[src/rtl/fpu_io_pkg.sv]
// Shared types and helpers for the FPU IO sequencer.
//   seq_state_t : sequencer FSM states
//   ceil_div    : integer ceiling division, used to size chunk counts
package fpu_io_pkg;

   typedef enum logic [2:0] {
      IDLE,
      LOAD,
      ISSUE,
      WAIT,
      SEND
   } seq_state_t;

   function automatic int unsigned ceil_div(input int unsigned num, input int unsigned den);
      return (num + den - 1) / den;
   endfunction

endpackage

[src/rtl/fpu_io_serializer.sv]
// Result serializer: holds one result and streams it out as IO_W-bit beats,
// least-significant chunk first, with valid/ready backpressure.
// Ports:
//   clock, reset          : clock and asynchronous active-low reset
//   load, load_value      : capture a new result (only while not streaming)
//   load_err              : error flag travelling with that result
//   finish                : pulses on the transfer of the final beat
//   out_valid/out_ready   : output handshake
//   out_data              : current beat, zero-padded above DATA_W
//   out_last, out_err     : final-beat marker and error flag for the current beat
module fpu_io_serializer #(
   parameter int unsigned IO_W   = 12,
   parameter int unsigned DATA_W = 32
) (
   input  logic              clock,
   input  logic              reset,
   input  logic              load,
   input  logic [DATA_W-1:0] load_value,
   input  logic              load_err,
   output logic              finish,
   output logic              out_valid,
   input  logic              out_ready,
   output logic [IO_W-1:0]   out_data,
   output logic              out_last,
   output logic              out_err
);
   import fpu_io_pkg::*;

   localparam int unsigned CHUNKS = ceil_div(DATA_W, IO_W);
   localparam int unsigned OUT_W  = $clog2(CHUNKS + 1);

   logic [DATA_W-1:0]      result_q, result_d;
   logic [OUT_W-1:0]       out_cnt_q, out_cnt_d;
   logic                   valid_q, valid_d;
   logic                   err_q, err_d;
   logic [CHUNKS*IO_W-1:0] padded;
   logic                   xfer;

   always_comb begin
      padded = '0;
      padded[DATA_W-1:0] = result_q;
   end

   assign out_valid = valid_q;
   assign out_err   = err_q;
   assign out_last  = valid_q & (out_cnt_q == OUT_W'(CHUNKS - 1));
   // Everything is registered, so the beat stays stable while stalled.
   assign out_data  = IO_W'(padded >> (IO_W * out_cnt_q));
   assign xfer      = valid_q & out_ready;
   assign finish    = xfer & out_last;

   always_comb begin
      result_d  = result_q;
      out_cnt_d = out_cnt_q;
      valid_d   = valid_q;
      err_d     = err_q;
      if (load) begin
         result_d  = load_value;
         err_d     = load_err;
         valid_d   = 1'b1;
         out_cnt_d = '0;
      end else if (finish) begin
         valid_d   = 1'b0;
         err_d     = 1'b0;
         out_cnt_d = '0;
      end else if (xfer) begin
         out_cnt_d = out_cnt_q + OUT_W'(1);
      end
   end

   always_ff @(posedge clock or negedge reset) begin
      if (!reset) begin
         result_q  <= '0;
         out_cnt_q <= '0;
         valid_q   <= 1'b0;
         err_q     <= 1'b0;
      end else begin
         result_q  <= result_d;
         out_cnt_q <= out_cnt_d;
         valid_q   <= valid_d;
         err_q     <= err_d;
      end
   end

endmodule

[src/rtl/fpu_io_sequencer.sv]
// Pin-level front/back end for an arithmetic core behind a narrow IO bus.
// Collects an opcode beat plus NUM_OPS operands of DATA_W bits (CHUNKS beats
// each, LSB chunk first), pulses start, waits for calc_done or a timeout, then
// streams the result back through fpu_io_serializer.
// Ports:
//   clock, reset                  : clock and asynchronous active-low reset
//   in_valid/in_ready/in_data     : input beat handshake
//   op, operands                  : latched opcode and operands to the core
//   start                         : one-cycle issue pulse
//   calc_done, calc_result        : core completion and result
//   out_valid/out_ready/out_data  : output beat handshake
//   out_last, out_err             : final-beat marker and timeout flag
//   busy                          : high whenever not idle
module fpu_io_sequencer #(
   parameter int unsigned IO_W    = 12,
   parameter int unsigned DATA_W  = 32,
   parameter int unsigned OP_W    = 4,
   parameter int unsigned NUM_OPS = 2,
   parameter int unsigned TIMEOUT = 255
) (
   input  logic                      clock,
   input  logic                      reset,
   input  logic                      in_valid,
   output logic                      in_ready,
   input  logic [IO_W-1:0]           in_data,
   output logic [OP_W-1:0]           op,
   output logic [NUM_OPS*DATA_W-1:0] operands,
   output logic                      start,
   input  logic                      calc_done,
   input  logic [DATA_W-1:0]         calc_result,
   output logic                      out_valid,
   input  logic                      out_ready,
   output logic [IO_W-1:0]           out_data,
   output logic                      out_last,
   output logic                      out_err,
   output logic                      busy
);
   import fpu_io_pkg::*;

   localparam int unsigned CHUNKS = ceil_div(DATA_W, IO_W);
   localparam int unsigned BEATS  = NUM_OPS * CHUNKS;
   localparam int unsigned BEAT_W = $clog2(BEATS + 1);
   localparam int unsigned TMO_W  = $clog2(TIMEOUT + 1);

   seq_state_t                state_q, state_d;
   logic [BEAT_W-1:0]         beat_cnt_q, beat_cnt_d;
   logic [TMO_W-1:0]          tmo_cnt_q, tmo_cnt_d;
   logic [OP_W-1:0]           op_q, op_d;
   logic [NUM_OPS*DATA_W-1:0] operands_q, operands_d;

   logic [NUM_OPS*DATA_W-1:0] load_mask;
   logic [NUM_OPS*DATA_W-1:0] load_bits;

   logic              ser_load;
   logic [DATA_W-1:0] ser_value;
   logic              ser_err;
   logic              ser_finish;

   // Operand bit (k, b) lives in beat k*CHUNKS + b/IO_W at in_data[b % IO_W];
   // in_data bits beyond DATA_W in an operand's last beat map to nothing.
   for (genvar k = 0; k < NUM_OPS; k++) begin : g_opnd
      for (genvar b = 0; b < DATA_W; b++) begin : g_bit
         assign load_mask[k*DATA_W+b] = (beat_cnt_q == BEAT_W'(k*CHUNKS + b/IO_W));
         assign load_bits[k*DATA_W+b] = in_data[b%IO_W];
      end
   end

   always_comb begin
      state_d    = state_q;
      beat_cnt_d = beat_cnt_q;
      tmo_cnt_d  = tmo_cnt_q;
      op_d       = op_q;
      operands_d = operands_q;
      in_ready   = 1'b0;
      start      = 1'b0;
      ser_load   = 1'b0;
      ser_value  = '0;
      ser_err    = 1'b0;

      unique case (state_q)
         IDLE: begin
            in_ready = 1'b1;
            if (in_valid) begin
               op_d       = in_data[OP_W-1:0];
               beat_cnt_d = '0;
               state_d    = LOAD;
            end
         end
         LOAD: begin
            in_ready = 1'b1;
            if (in_valid) begin
               operands_d = (operands_q & ~load_mask) | (load_bits & load_mask);
               if (beat_cnt_q == BEAT_W'(BEATS - 1)) begin
                  state_d = ISSUE;
               end else begin
                  beat_cnt_d = beat_cnt_q + BEAT_W'(1);
               end
            end
         end
         ISSUE: begin
            // calc_done is deliberately not looked at here.
            start     = 1'b1;
            tmo_cnt_d = '0;
            state_d   = WAIT;
         end
         WAIT: begin
            if (calc_done) begin
               // Done beats a simultaneous timeout.
               ser_load  = 1'b1;
               ser_value = calc_result;
               state_d   = SEND;
            end else if (tmo_cnt_q == TMO_W'(TIMEOUT - 1)) begin
               ser_load  = 1'b1;
               ser_value = '1;
               ser_err   = 1'b1;
               state_d   = SEND;
            end else begin
               tmo_cnt_d = tmo_cnt_q + TMO_W'(1);
            end
         end
         SEND: begin
            if (ser_finish) begin
               state_d = IDLE;
            end
         end
         default: begin
            state_d = IDLE;
         end
      endcase
   end

   always_ff @(posedge clock or negedge reset) begin
      if (!reset) begin
         state_q    <= IDLE;
         beat_cnt_q <= '0;
         tmo_cnt_q  <= '0;
         op_q       <= '0;
         operands_q <= '0;
      end else begin
         state_q    <= state_d;
         beat_cnt_q <= beat_cnt_d;
         tmo_cnt_q  <= tmo_cnt_d;
         op_q       <= op_d;
         operands_q <= operands_d;
      end
   end

   assign op       = op_q;
   assign operands = operands_q;
   assign busy     = (state_q != IDLE);

   fpu_io_serializer #(
      .IO_W   (IO_W),
      .DATA_W (DATA_W)
   ) u_serializer (
      .clock      (clock),
      .reset      (reset),
      .load       (ser_load),
      .load_value (ser_value),
      .load_err   (ser_err),
      .finish     (ser_finish),
      .out_valid  (out_valid),
      .out_ready  (out_ready),
      .out_data   (out_data),
      .out_last   (out_last),
      .out_err    (out_err)
   );

endmodule

[config.mk]
export PLATFORM = sky130hd
export DESIGN_NAME = fpu_io_sequencer
export DESIGN_NICKNAME = d
export VERILOG_FILES = /design/src/rtl/fpu_io_pkg.sv /design/src/rtl/fpu_io_serializer.sv /design/src/rtl/fpu_io_sequencer.sv
export SDC_FILE = /design/constraint.sdc
export NUM_CORES = 1
export LEC_CHECK = 0
export BUFFER_PORTS_ARGS = -buffer_cell sky130_fd_sc_hd__buf_2
export CELL_PAD_IN_SITES_DETAIL_PLACEMENT = 0
export CELL_PAD_IN_SITES_GLOBAL_PLACEMENT = 1
export CORE_AREA = 2 2 114 116
export CTS_BUF_LIST = sky130_fd_sc_hd__clkbuf_8
export DETAILED_ROUTE_END_ITERATION = 16
export DIE_AREA = 0 0 116 118
export GPL_TIMING_DRIVEN = 0
export PLACE_DENSITY_LB_ADDON = 0.12
export SYNTH_ARGS = -nofsm -noshare
export SYNTH_HDL_FRONTEND = slang
export SYNTH_HIERARCHICAL = 1
export SYNTH_SLANG_ARGS = --single-unit
export TNS_END_PERCENT = 5
[constraint.sdc]
create_clock -name clock -period 3.4 [get_ports clock]
set_input_delay 0.68 -clock clock [delete_from_list [all_inputs] [get_ports clock]]
set_output_delay 0.68 -clock clock [all_outputs]
set_load 0.005 [all_outputs]
**Yosys cells after proc, flatten, opt, wreduce, memory -nomap -nowiden**

Index checks and enable logic that the tools add are counted.

- Bits in registers: 118
- Word-level logic and storage cells: 83

- Add/sub/neg operators: 3
- $mul: 1
- Equal/unequal tests: 19
- Shifts and indexed selects: 1
- Muxes and demuxes: 30
- Bitwise gates (word level): 7
- Reductions and logical operators: 13

Operators with widths:

| operator | count |
|---|---|
| $and A64 B64 Y64 | 2 |
| $mux W32 | 3 |
| $not A64 Y64 | 1 |
| $or A64 B64 Y64 | 1 |
| $shr A32 B6 Y12 | 1 |
| $mux W3 | 9 |
| $mux W8 | 2 |
| $pmux W8 S2 | 1 |
| $pmux W3 S5 | 1 |
| $ne A2 B2 Y1 const B | 7 |
| $eq A3 B2 Y1 const B | 4 |
| $mux W1 | 10 |
| $eq A3 B3 Y1 const B | 3 |
| $add A8 B1 Y8 const B | 1 |
| $eq A8 B8 Y1 const B | 1 |
| $eq A3 B1 Y1 const B | 2 |
| $logic_not A3 Y1 | 2 |
| $mux W2 | 3 |
| $pmux W3 S2 | 1 |
| $reduce_bool A2 Y1 | 3 |
| $reduce_bool A3 Y1 | 2 |
| $reduce_and A5 Y1 | 1 |
| $mul A2 B2 Y4 const A | 1 |
| $reduce_and A2 Y1 | 2 |
| 8 further kinds | 10 |

**Logic depth before layout (Yosys ltp)**

- Depth after elaboration: 5
- Depth in mapped cells: 11

**Modules after synthesis**

The synthesis kept the hierarchy.

Modules (own cells, without submodules):

| module | times used | cells an instance | area each (µm²) | seq. area each (µm²) |
|---|---|---|---|---|
| fpu_io_sequencer | 1 | 310 | 3,701.0 | 2,052.0 |
| fpu_io_serializer | 1 | 116 | 1,754.2 | 900.9 |

**Worst setup path after synthesis**

Ideal clock, no wire load.

- Kind: input -> register
- Start: input calc_done
- End: register u_serializer.result_q[0]
- Data arrival time: 2,031 ps
- Data required time: 3,275 ps
- Path slack: 1,244 ps
- Cell stages on the path: 7
- Path buffers: 4
- Path through: buf_6 o21bai_1 clkbuf_1 inv_1 buf_6 buf_6 mux2_4

- Word-level cells in the longest chain between the ends: 2
- Elaborated cells on any way between the ends: 4
- Classes of those cells: 4 x mux

RTL lines:

| what | line | text |
|---|---|---|
| from (decl) | fpu_io_sequencer.sv:29 | `input logic calc_done,` |
| $mux W1 | fpu_io_sequencer.sv:107 | `if (calc_done) begin` |
| $mux W1 | fpu_io_sequencer.sv:80 | `unique case (state_q)` |
| via ser_load | fpu_io_sequencer.sv:54 | `logic ser_load;` |
| to (signal assigned) | fpu_io_serializer.sv:78 | `result_q <= result_d;` |
| to (decl) | fpu_io_serializer.sv:32 | `logic [DATA_W-1:0] result_q, result_d;` |

The timed path passes the listed nets, and every way through them passes these cells.
A chain may end at the register's enable or synchronous reset.

**Worst setup path in the final report**

- Start: register tmo_cnt_q[0]
- End: register u_serializer.result_q[2]

- Word-level cells in the longest chain between the ends: 4
- Elaborated cells on any way between the ends: 7
- Classes of those cells: 1 x eq/ne; 6 x mux

RTL lines:

| what | line | text |
|---|---|---|
| from (decl) | fpu_io_sequencer.sv:47 | `logic [TMO_W-1:0] tmo_cnt_q, tmo_cnt_d;` |
| from (signal assigned) | fpu_io_sequencer.sv:142 | `tmo_cnt_q <= tmo_cnt_d;` |
| $eq A8 B8 Y1 | fpu_io_sequencer.sv:112 | `end else if (tmo_cnt_q == TMO_W'(TIMEOUT - 1)) begin` |
| $mux W1 | fpu_io_sequencer.sv:112 |  |
| $mux W1 | fpu_io_sequencer.sv:107 |  |
| $mux W1 | fpu_io_sequencer.sv:80 |  |
| via ser_load | fpu_io_sequencer.sv:54 |  |

The timed path passes the listed nets, and every way through them passes these cells.

==> impl_metrics.csv <==
group,metric,value,unit
status,status,"finished, final reports clean",
pwr,leakage,3.45,nW
pwr,ir_drop,0.321,mV
setup_path,worst_setup_path_end_kind,"flip-flop",
placed_design,dp_slack,827,ps
synthesis,synth_edf_count,0,
floorplanning,core-area,0.0124,mm2
cells_and_area,drive_above_1_share,0.439,
drt,totalWireLength,12.1,mm
drt,vias_per_cell,4.97,
cells_and_area,fillers,1135,
floorplanning,ios,135,
placed_design,place_inst,732,
clocking,cts_resized,0,
drt,drtPass1Iterations,4,
timing,final.setup.tns,0,ps
global_routing,grt_pass1_wl,19.5,mm
synthesis,ys_ff_latch,118,
setup_path,rr_endpoint,"u_serializer/result_q[2]",
clocking,cts_setup_buffers,0,
global_routing,grt_pass1_vias,3833,
global_routing,grt-ovfl-total,0,
timing,setup_viol,0,
setup_path,path_cells,"inv_1 > ha_1 > nand3_1 > nor2_1 > o21bai_1 > clkbuf_1 > inv_1 > buf_6 > buf_6 > mux2_4",
drt,drc_errors,0,
placed_design,io_buffers,133,
cells_and_area,multi_input_area,0.00220,mm2
drt,num_vias,3796,
timing,fin_crit_sh,0.756,
synthesis,syn_nets,483,
setup_path,reg2reg_from,"tmo_cnt_q[0]",
synthesis,yosysUniqueCellTypes,43,
clocking,clk-insertion-delay-late,430,ps
setup_path,crit_type,"reg2reg",
floorplanning,die_h,118,um
cells_and_area,n_antenna_cell,0,
synthesis,synth_ff_type,"dfrtp_1",
cells_and_area,nets,636,
pwr,power.density,860,mW/mm2
setup_path,cp.arrival,2880,ps
cells_and_area,final_cells,764,
clocking,numCtsBuffers,17,
setup_path,reg2reg_depth,10,
clocking,cts_tree,"done",
synthesis,syn_area,0.00546,mm2
clocking,htree_levels,4,
synthesis,synthCells,426,
timing,tightest_slew,553,ps
global_routing,grt.total_usage,0.183,
timing,setup_ws,828,ps
placed_design,dpl.hpwl,8.34,mm
setup_path,cpMaxStageDelayCell,"dfrtp_1",
placed_design,gp_congestion,0.761,
global_routing,grt_max_degree,96,
floorplanning,fp-row-count,41,
clocking,cts-root-buf,"clkbuf_8",
setup_path,cp_max_fo,10,
clocking,cts_sinks,118,
flow_run,drv_cap,0,
min_path,hold_class,"in2async",
drt,ant_nets,0,
timing,maxSlewHeadroom,0.632,
floorplanning,initial_core_util,0.439,
setup_path,start_kind,"flip-flop",
synthesis,synth-seq-area-share,0.541,
floorplanning,die_w,116,um
cells_and_area,final_util,0.546,
clocking,clk_path_buf_depth,2,
setup_path,reg2reg_slack,830,ps
synthesis,ys_warn_count,6,
timing,drv_slew,0,
clocking,hold_buffers,0,
setup_path,cp.required,3710,ps
timing,layout_min_cycle_time,2570,ps
timing,hold_viol,0,
drt,post_drt_wl_per_cell,15.8,um
setup_path,critPathMaxStageDelay,420,ps
pwr,finalPower,5.83,mW
timing,skew,10.1,ps
floorplanning,dieArea,0.0137,mm2
synthesis,avgSynthCellArea,12.8,um2
clocking,clk_pin_slew,70,ps
global_routing,antenna_found_initial,0,
synthesis,async_reset_ff_frac,1.00,
drt,drtIter0Drc,168,
timing,rsz0062_at_grt,"false",
cells_and_area,seq_area,0.00295,mm2
cells_and_area,synthToLayoutAreaGrowth,24.2,%
timing,timing.fmax,389,MHz
## report_power, final
part	internal (mW)	total (mW)	switching, mW
logic	1.20	2.12	0.925
clock network	0.700	1.30	0.603
registers	2.05	2.40	0.356
total	3.95	5.83	1.88
## cell type report
class	instances	area share
Multi-Input combinational cell	245	0.324
Timing Repair Buffer	134	0.103
Inverter	40	0.0222
Sequential cell	118	0.436
Tap cell	172	0.0318
Clock buffer	19	0.0386
Buffer	23	0.0227
Clock inverter	13	0.0214
## worst max path at each step
| stage | from | to | slack (ps) | depth (start not counted) |
|---|---|---|---|---|
| floorplan | calc_done | u_serializer/result_q[0] | 1240 | 7 |
| global placement | reset | u_serializer/result_q[29] | 150 | 1 |
| detailed placement | tmo_cnt_q[0] | u_serializer/result_q[27] | 830 | 10 |
| CTS | tmo_cnt_q[0] | u_serializer/result_q[2] | 820 | 10 |
| global route | tmo_cnt_q[0] | u_serializer/result_q[0] | 590 | 10 |
| finish | tmo_cnt_q[0] | u_serializer/result_q[2] | 830 | 10 |
## per-layer routing
metal / track usage / part of all wire
met5: 0 / 0
met4: 0.0647 / 0.014
met3: 0.0515 / 0.056
met2: 0.288 / 0.47
met1: 0.243 / 0.46
## layout by cell type, fill, tap and decap left out, drive strengths merged
| master | n |
|---|---|
| a21bo | 2 |
| a21o | 1 |
| a21oi | 43 |
| a31o | 1 |
| a31oi | 1 |
| and2 | 2 |
| and3 | 3 |
| and4bb | 1 |
| buf | 150 |
| bufinv | 2 |
| clkbuf | 26 |
| clkinv | 7 |
| dfrtp | 118 |
| ha | 8 |
| inv | 44 |
| mux2 | 100 |
| mux2i | 14 |
| nand2 | 17 |
| nand2b | 1 |
| nand3 | 6 |
| nand4 | 1 |
| nand4bb | 3 |
| nor2 | 8 |
| nor2b | 2 |
| nor3 | 2 |
| o21a | 1 |
| o21ai | 7 |
| o21bai | 1 |
| o22a | 1 |
| o22ai | 1 |
| o2bb2ai | 8 |
| o31ai | 4 |
| or3 | 2 |
| or4 | 3 |
| or4b | 1 |
## Yosys cell counts (2+ instances only)
library cell,count,share of area
a21oi_1,43,0.039
and2_1,2,0.0023
and3_1,3,0.0034
buf_2,6,0.0055
buf_4,4,0.0055
buf_6,6,0.012
clkbuf_1,7,0.0048
dfrtp_1,118,0.54
ha_1,8,0.018
inv_1,40,0.028
mux2_1,30,0.062
mux2_2,44,0.091
mux2_4,26,0.072
mux2i_1,14,0.026
nand2_1,17,0.012
nand3_1,6,0.0055
nand4bb_1,2,0.0041
nor2_1,6,0.0041
nor2_2,2,0.0023
nor2b_1,2,0.0023
o21ai_0,5,0.0046
o2bb2ai_1,8,0.013
o31ai_1,4,0.0055
or3_1,2,0.0023
or4_1,3,0.0041
## critical path, delay by kind of cell (launching register included)
kind | cells | cell delay, ps
and+or+nand+nor | 2 | 190
adders and majority gates | 1 | 190
buffers and inverters | 5 | 920
muxes | 1 | 300
DFF | 1 | 420
AOI/OAI and AO/OA | 1 | 420
## per-stage QoR
stage	hold slack, ps	instance area (um2)
5_1_grt	80.7	6780
4_1_cts	71.3	6780
2_1_floorplan	384	5460
3_5_place_dp	475	6370
3_3_place_gp	468	6340
6_report	90.6	6780
## logic make-up (layout without fill, tap and decap cells)
group	Yosys count	after routing	synth area share
compound gates	71	71	0.0782
fa+ha+maj	8	8	0.0183
flops	118	118	0.541
buf+inv	63	229	0.0557
simple gates	52	52	0.0564
mux	114	114	0.250
No activity file was read; power rests on OpenSTA's default activity.
